$ cat src/rtl/div_defs.sv
// Shared definitions for the restoring divider: state encoding, widths and
// the divide-by-zero quotient default.
package div_defs;

    localparam int              WIDTH_DEF     = 32;
    localparam int              ITER_COUNT    = 32;
    localparam int              CNT_W         = $clog2(ITER_COUNT);
    localparam logic [31:0]     DIV0_QUOT_DEF = 32'hFFFF_FFFF;

    typedef enum logic [2:0] {
        S_IDLE = 3'd0,
        S_PREP = 3'd1,
        S_ITER = 3'd2,
        S_FIX  = 3'd3,
        S_DONE = 3'd4
    } state_t;

endpackage

$ cat src/rtl/Suber.sv
// Shared datapath subtractor: a - b with zero and sign flags.
module Suber #(
    parameter int W = 32
) (
    input  logic [W-1:0] a_i,
    input  logic [W-1:0] b_i,
    output logic [W-1:0] diff_o,
    output logic         zero_o,
    output logic         neg_o
);

    assign diff_o = a_i - b_i;
    assign zero_o = (diff_o == '0);
    assign neg_o  = diff_o[W-1];

endmodule

$ cat src/rtl/div_sequencer.sv
// Multi-cycle restoring divider (signed/unsigned), one quotient bit per cycle,
// sign fix-up after the iterations and a one-cycle done pulse with held results.
module div_sequencer
    import div_defs::*;
#(
    parameter int               WIDTH     = WIDTH_DEF,
    parameter logic [WIDTH-1:0] DIV0_QUOT = DIV0_QUOT_DEF
) (
    input  logic             clk,
    input  logic             reset,
    input  logic             start,
    input  logic             signed_op,
    input  logic [WIDTH-1:0] dividend,
    input  logic [WIDTH-1:0] divisor,
    output logic             busy,
    output logic             done,
    output logic [WIDTH-1:0] quotient,
    output logic [WIDTH-1:0] remainder,
    output logic             div_by_zero,
    output state_t           dbg_state
);

    // Handshake: start is sampled only while busy is low (IDLE or DONE);
    // busy covers PREP..FIX, done pulses once with the results valid.
    state_t             state_q;
    logic               busy_q, done_q, dbz_q, sgn_q;
    logic [WIDTH-1:0]   quot_q, rem_q;
    logic [WIDTH-1:0]   a_q, b_q, d_q, r_q, q_q;
    logic [CNT_W-1:0]   cnt_q;

    logic [WIDTH:0]     s_w;
    logic [WIDTH-1:0]   sub_diff;
    logic               ge_w;
    logic               sub_zero_unused, sub_neg_unused;

    assign s_w  = {r_q, q_q[WIDTH-1]};
    // The 33rd bit covers partial remainders that overflow 32 bits.
    assign ge_w = s_w[WIDTH] | (s_w[WIDTH-1:0] >= d_q);

    Suber #(.W(WIDTH)) u_sub (
        .a_i    (s_w[WIDTH-1:0]),
        .b_i    (d_q),
        .diff_o (sub_diff),
        .zero_o (sub_zero_unused),
        .neg_o  (sub_neg_unused)
    );

    always_ff @(posedge clk) begin
        if (reset) begin
            state_q <= S_IDLE;
            busy_q  <= 1'b0;
            done_q  <= 1'b0;
            dbz_q   <= 1'b0;
            sgn_q   <= 1'b0;
            quot_q  <= '0;
            rem_q   <= '0;
            a_q     <= '0;
            b_q     <= '0;
            d_q     <= '0;
            r_q     <= '0;
            q_q     <= '0;
            cnt_q   <= '0;
        end else begin
            done_q <= 1'b0;
            case (state_q)
                S_IDLE, S_DONE: begin
                    if (start) begin
                        a_q     <= dividend;
                        b_q     <= divisor;
                        sgn_q   <= signed_op;
                        busy_q  <= 1'b1;
                        state_q <= S_PREP;
                    end else begin
                        state_q <= S_IDLE;
                    end
                end
                S_PREP: begin
                    if (b_q == '0) begin
                        quot_q  <= DIV0_QUOT;
                        rem_q   <= a_q;
                        dbz_q   <= 1'b1;
                        done_q  <= 1'b1;
                        busy_q  <= 1'b0;
                        state_q <= S_DONE;
                    end else begin
                        r_q     <= '0;
                        q_q     <= (sgn_q && a_q[WIDTH-1]) ? -a_q : a_q;
                        d_q     <= (sgn_q && b_q[WIDTH-1]) ? -b_q : b_q;
                        cnt_q   <= CNT_W'(ITER_COUNT - 1);
                        state_q <= S_ITER;
                    end
                end
                S_ITER: begin
                    r_q <= ge_w ? sub_diff : s_w[WIDTH-1:0];
                    q_q <= {q_q[WIDTH-2:0], ge_w};
                    if (cnt_q == '0) begin
                        state_q <= S_FIX;
                    end else begin
                        cnt_q <= cnt_q - CNT_W'(1);
                    end
                end
                S_FIX: begin
                    quot_q  <= (sgn_q && (a_q[WIDTH-1] ^ b_q[WIDTH-1])) ? -q_q : q_q;
                    rem_q   <= (sgn_q && a_q[WIDTH-1]) ? -r_q : r_q;
                    dbz_q   <= 1'b0;
                    done_q  <= 1'b1;
                    busy_q  <= 1'b0;
                    state_q <= S_DONE;
                end
                default: begin
                    busy_q  <= 1'b0;
                    state_q <= S_IDLE;
                end
            endcase
        end
    end

    assign busy        = busy_q;
    assign done        = done_q;
    assign quotient    = quot_q;
    assign remainder   = rem_q;
    assign div_by_zero = dbz_q;
    assign dbg_state   = state_q;

endmodule

$ cat config.mk
export PLATFORM = sky130hd
export DESIGN_NAME = div_sequencer
export DESIGN_NICKNAME = d
export VERILOG_FILES = /design/src/rtl/div_defs.sv /design/src/rtl/Suber.sv /design/src/rtl/div_sequencer.sv
export SDC_FILE = /design/constraint.sdc
export NUM_CORES = 1
export LEC_CHECK = 0
export CORE_UTILIZATION = 60
export DETAILED_ROUTE_END_ITERATION = 8
export PLACE_DENSITY = 0.83
export SLEW_MARGIN = 20
export SYNTH_ARGS = -nofsm -noshare
export SYNTH_HDL_FRONTEND = slang
export SYNTH_HIERARCHICAL = 1
export SYNTH_SLANG_ARGS = --single-unit
$ cat constraint.sdc
create_clock -name clk -period 6.66 [get_ports clk]
set_input_delay 1.332 -clock clk [delete_from_list [all_inputs] [get_ports clk]]
set_output_delay 1.332 -clock clk [all_outputs]
set_load 0.05 [all_outputs]
==> results.py, run 1 <==
metrics = {
    "global_route": {
        "grt.overflow.total": 0,
        "antenna_found_initial": 1,
        "first_global_vias": 13200,
        "grt_max_degree": 113,
        "grt_first_pass_wirelength_um": 69900,
        "grt_usage_pct": 35.5,
    },
    "drt": {
        "drtIter0Drc": 1411,
        "wl_um": 44700,
        "drc_errors": 0,
        "vias": 14500,
        "drtAntennaViolNets": 0,
        "wl_per_cell_um": 19.5,
        "dr.pass1.iters": 5,
        "viasPerCell": 6.35,
    },
    "timing": {
        "hold_viol_final": 0,
        "finalCritPeriodShare_pct": 54.0,
        "maxSlewViolCount": 0,
        "layout_setup_ws_ns": 3.06,
        "tns_ns": 0,
        "finalSetupViolCount": 0,
        "tightest_slew_ns": 1.01,
        "fin_skew_ns": 0.0209,
        "fmax_mhz": 278,
        "whs_ns": 0.449,
        "relSlewSlack_pct": 32.0,
        "grt_setup_unrepaired": "no",
        "finalCriticalPeriod_ns": 3.60,
    },
    "logic_synthesis": {
        "syn_avg_cell_area_sq_um": 7.70,
        "yosys_warnings": 6,
        "netlist_instances": 1894,
        "synthesis.area_sq_um": 14600,
        "syn-num-nets": 2032,
    },
    "floorplan": {
        "dieArea_sq_um": 24900,
        "dieWidth_um": 158,
        "ios": 138,
        "initial_utilization_pct": 61.6,
        "coreArea_sq_um": 23700,
        "row_count": 56,
        "die_h_um": 158,
    },
    "final_layout": {
        "postLayoutCellArea_sq_um": 16900,
        "diodes": 0,
        "finalNetCount": 2085,
        "seq_area_sq_um": 4720,
        "multi_input_area_sq_um": 8850,
        "drive_gt1_share_pct": 4.88,
        "area_delta_synth_final_pct": 16.1,
        "fill_cells": 1954,
    },
    "power": {
        "power.density_nw_per_um2": 313,
        "p_leak_nw": 6.25,
        "finalPower_mw": 5.30,
        "irDropWorstVdd_mv": 0.220,
    },
    "flow_run": {
        "maxCapViolations": 0,
    },
    "placed_design": {
        "hpwl_um": 32200,
        "pre_cts_slack_ns": 3.14,
        "placed_area_sq_um": 16000,
        "place.gp.congestion": 0.949,
        "port-buffer-count": 137,
    },
    "worst_setup_path": {
        "critPathBufInv": 1,
        "end_kind": "register",
        "max_stage_delay_ns": 0.88,
        "crit_required_ns": 7.12,
        "critical_path.startpoint_type": "register",
        "crit_type": "reg -> reg",
        "critPathTopFamily": "simple AND/OR/NAND/NOR gates",
        "worst_ep_arrival_time_ns": 4.05,
        "cp_max_fo": 38,
        "worstPathCellList": "or4_1 > nor4b_4 > nand4_4 > o31ai_2 > nand2b_1 > buf_4 > o221ai_1",
        "cp_slowest_cell": "o31ai_2",
    },
    "cts": {
        "cts_resized": 0,
        "cts_buffers": 27,
        "insertion_delay_ns": 0.56,
        "post_cts_buffers": 0,
        "htreeDepth": 1,
        "clock_path_buffers": 3,
        "cts-hold-fix-buffers": 0,
        "cts_sinks": 236,
        "worst_setup_hold_path_clk_slew_ns": 0.06,
        "root_buffer": "clkbuf_16",
        "cts_tree": "yes",
    },
    "hold_path": {
        "hold_class": "reg -> reg",
    },
    "outcome": {
        "status": "complete, no violations",
    },
}
[tightest hold or removal path, delay by kind of cell, from the launching register on]
kind / cells / cell delay [ns]
DFF: 1 / 0.31
AOI/OAI and AO/OA: 1 / 0.05
and+or+nand+nor: 1 / 0.05
[where the power goes]
group | switching, mW | internal (mW)
Sequential | 0.167 | 1.53
Clock | 0.641 | 0.943
Combinational | 1.29 | 0.733
Total | 2.10 | 3.21
[final cells by class]
| cell class | instances | share of cell area (%) |
|---|---|---|
| Clock buffer | 34 | 4.32 |
| Clock inverter | 16 | 1.27 |
| Inverter | 137 | 3.04 |
| Multi-Input combinational cell | 1392 | 52.3 |
| Sequential cell | 236 | 27.9 |
| Tap cell | 319 | 2.36 |
| Timing Repair Buffer | 153 | 8.82 |
[layout by cell type, fill, tap and decap left out, types with 9 or more instances in the layout]
master,instances
nand2_1,258
dfxtp_1,236
nor2_1,169
a21oi_1,159
inv_1,137
clkdlybuf4s50_1,136
xnor2_1,86
ha_1,69
a211oi_1,56
xor2_1,51
a31oi_1,49
o211ai_1,42
nor3_1,38
o21ai_0,36
o221ai_1,36
nand3_1,34
clkbuf_16,27
a22oi_1,24
or4_1,22
a221o_1,20
nor4_1,18
a21o_1,17
a41oi_1,16
buf_4,16
o31ai_1,15
a221oi_1,14
nand2b_1,12
nand4_1,12
and2_1,11
o22ai_1,11
nor2b_1,10
and3_1,9
[routing by layer]
metal	GRT usage [%]	vias to the layer above	wire (um)
li1	-	6894	-
met1	45.8	6856	18600
met2	58.9	656	20900
met3	4.98	112	3250
met4	15.2	0	1950
met5	0	-	0
[flip-flops by register name (all words and copies together) (netlist names), 5 cells and up]
signal / count
cnt_q: 5
d_q: 32
q_q: 32
quotient: 32
r_q: 32
b_q: 32
remainder: 32
a_q: 32
[stage by stage]
stage / cells / utilization [%]
detailed placement: 2237 / 67.4
CTS: 2287 / 71.4
finish: 2287 / 71.5
floorplan: 1894 / -
global placement: 2237 / 67.4
global route: 2287 / 71.5
[worst paths after layout]
check               startpoint      endpoint  slack, ns  depth (start not counted)
hold / removal    remainder[7]  remainder[7]       0.45                          2
setup / recovery        b_q[2]       r_q[24]       3.06                          7
setup reg to reg        b_q[2]       r_q[24]       3.06                          7
hold reg to reg   remainder[7]  remainder[7]       0.45                          2
(Power assumes the default switching activity.)
==> run 2, diff against run 1 <==
CORE_UTILIZATION = 59   (was 60)
PLACE_DENSITY = 0.82   (was 0.83)
clock period = 3.4 ns   (was 6.66 ns; I/O delays follow)
==> run 2 against run 1 <==
Compared with the run above:
- global-route usage rose by 0.27 points
- design area increased by 1.7%
- first-iteration DRC count increased by 3.4%
- non-clock buffer count up 37
- setup slack got worse by 2.8 ns
- critical path depth up 7
- largest power group unchanged
- highest routed layer unchanged
==> results.py, run 2 (synthesis gave the netlist of run 1 again) <==
metrics = {
    "worst_setup_path": {
        "crit_type": "reg -> reg",
        "worst_ep_arrival_time_ns": 3.63,
        "critical_path.startpoint_type": "register",
        "end_kind": "register",
        "cp_max_fo": 9,
        "crit_required_ns": 3.87,
    },
    "timing": {
        "hold_viol_final": 0,
        "fin_skew_ns": 0.0214,
        "tns_ns": 0,
        "tightest_slew_ns": 0.930,
        "finalCritPeriodShare_pct": 93.1,
        "fmax_mhz": 316,
        "finalCriticalPeriod_ns": 3.16,
        "whs_ns": 0.454,
        "maxSlewViolCount": 0,
        "grt_setup_unrepaired": "no",
        "finalSetupViolCount": 0,
        "relSlewSlack_pct": 37.6,
    },
    "cts": {
        "htreeDepth": 1,
        "cts_tree": "yes",
        "root_buffer": "clkbuf_16",
        "worst_setup_hold_path_clk_slew_ns": 0.06,
        "cts_buffers": 27,
        "cts-hold-fix-buffers": 0,
        "insertion_delay_ns": 0.56,
        "post_cts_buffers": 0,
        "clock_path_buffers": 3,
        "cts_sinks": 236,
    },
    "final_layout": {
        "drive_gt1_share_pct": 6.54,
        "finalNonFillerCells": 2327,
        "diodes": 0,
        "postLayoutCellArea_sq_um": 17200,
        "finalNetCount": 2122,
        "fill_cells": 2034,
        "final_common_cell": "nand2_1",
        "layout_common_cells": "nand2_1, dfxtp_1, nor2_1",
        "area_delta_synth_final_pct": 18.1,
    },
    "drt": {
        "drtIter0Drc": 1459,
        "vias": 14700,
        "dr.pass1.iters": 5,
        "viasPerCell": 6.33,
        "wl_um": 46400,
        "drtAntennaViolNets": 0,
        "wl_per_cell_um": 19.9,
        "drc_errors": 0,
    },
    "floorplan": {
        "initial_utilization_pct": 60.1,
        "die_h_um": 159,
        "dieArea_sq_um": 25400,
        "row_count": 57,
        "coreArea_sq_um": 24200,
        "ios": 138,
        "dieWidth_um": 159,
    },
    "hold_path": {
        "hold_class": "reg -> reg",
    },
    "global_route": {
        "grt_usage_pct": 35.7,
        "grt.overflow.total": 0,
        "grt_first_pass_wirelength_um": 73300,
        "antenna_found_initial": 0,
        "grt_max_degree": 84,
        "first_global_vias": 13800,
    },
    "placed_design": {
        "placed_area_sq_um": 16300,
        "hpwl_um": 34200,
        "place_inst": 2279,
        "port-buffer-count": 137,
        "place.gp.congestion": 0.962,
    },
    "outcome": {
        "status": "complete, no violations",
    },
    "power": {
        "power.density_nw_per_um2": 613,
        "p_leak_nw": 6.42,
        "irDropWorstVdd_mv": 0.397,
    },
    "flow_run": {
        "maxCapViolations": 0,
    },
}
==> run 2: changes by cell type in the layout (fill, tap and decap cells not counted), sizes merged <==
cell | before | now
clkbuf | 34 | 36
clkinvlp | 2 | 3
clkinv | 8 | 5
inv | 139 | 138
buf | 17 | 54
bufinv | 4 | 3
==> run 2: what timing repair did <==
item                                    CTS  global route
resized for setup                         0             1
endpoints found under the hold margin     0             0
endpoints found under the setup margin    0             1
==> run 2: where the power goes <==
part           internal (mW)  leakage (nW)  switching (mW)
Clock                   1.80         0.446            1.22
Combinational           1.58          4.06            2.63
Sequential              3.00          1.92           0.314
Total                   6.38          6.42            4.17
==> run 2: worst max-delay path, stage by stage, from the launching register on <==
cell	delay, ns
dfxtp_1	0.49
inv_1	0.13
fa_1	0.46
nand2b_1	0.18
a211oi_1	0.35
buf_4	0.21
o211ai_1	0.10
nand2_1	0.12
o211ai_1	0.12
a21boi_0	0.21
o22a_1	0.18
a211oi_1	0.08
nor3_1	0.23
o211ai_1	0.12
o221ai_1	0.09
==> run 2: metrics by stage <==
step / worst slack (ns) / util, % / power [mW]
global placement: 0.408 / 67.2 / 7.39
detailed placement: 0.334 / 67.2 / 7.46
global route: 0.0461 / 71.0 / 11.1
finish: 0.235 / 71.0 / 10.6
floorplan: 0.511 / - / 6.21
CTS: 0.253 / 71.0 / 10.5
==> run 2: area by class of cell <==
| type | count | area [sq um] | share of cell area (%) |
|---|---|---|---|
| timing repair buffer | 190 | 1810 | 10.5 |
| multi-input combinational | 1392 | 8850 | 51.4 |
| inverter | 137 | 514 | 2.99 |
| sequential | 236 | 4720 | 27.4 |
| tap | 324 | 405 | 2.35 |
| clock inverter | 12 | 158 | 0.916 |
| clock buffer | 36 | 759 | 4.41 |
==> run 2: final timing paths <==
kind                 from            to  slack [ns]  depth (start not counted)
min reg2reg  remainder[7]  remainder[7]        0.45                          2
min          remainder[7]  remainder[7]        0.45                          2
max reg2reg        r_q[0]       r_q[28]        0.24                         14
max                r_q[0]       r_q[28]        0.24                         14
==> run 2: layer usage <==
layer,GRT usage (%),routed length (um),vias to the layer above
met5,0,0,-
met4,14.3,1810,0
met3,5.13,3950,110
met2,59.4,21600,763
met1,46.7,19000,6905
li1,-,-,6957
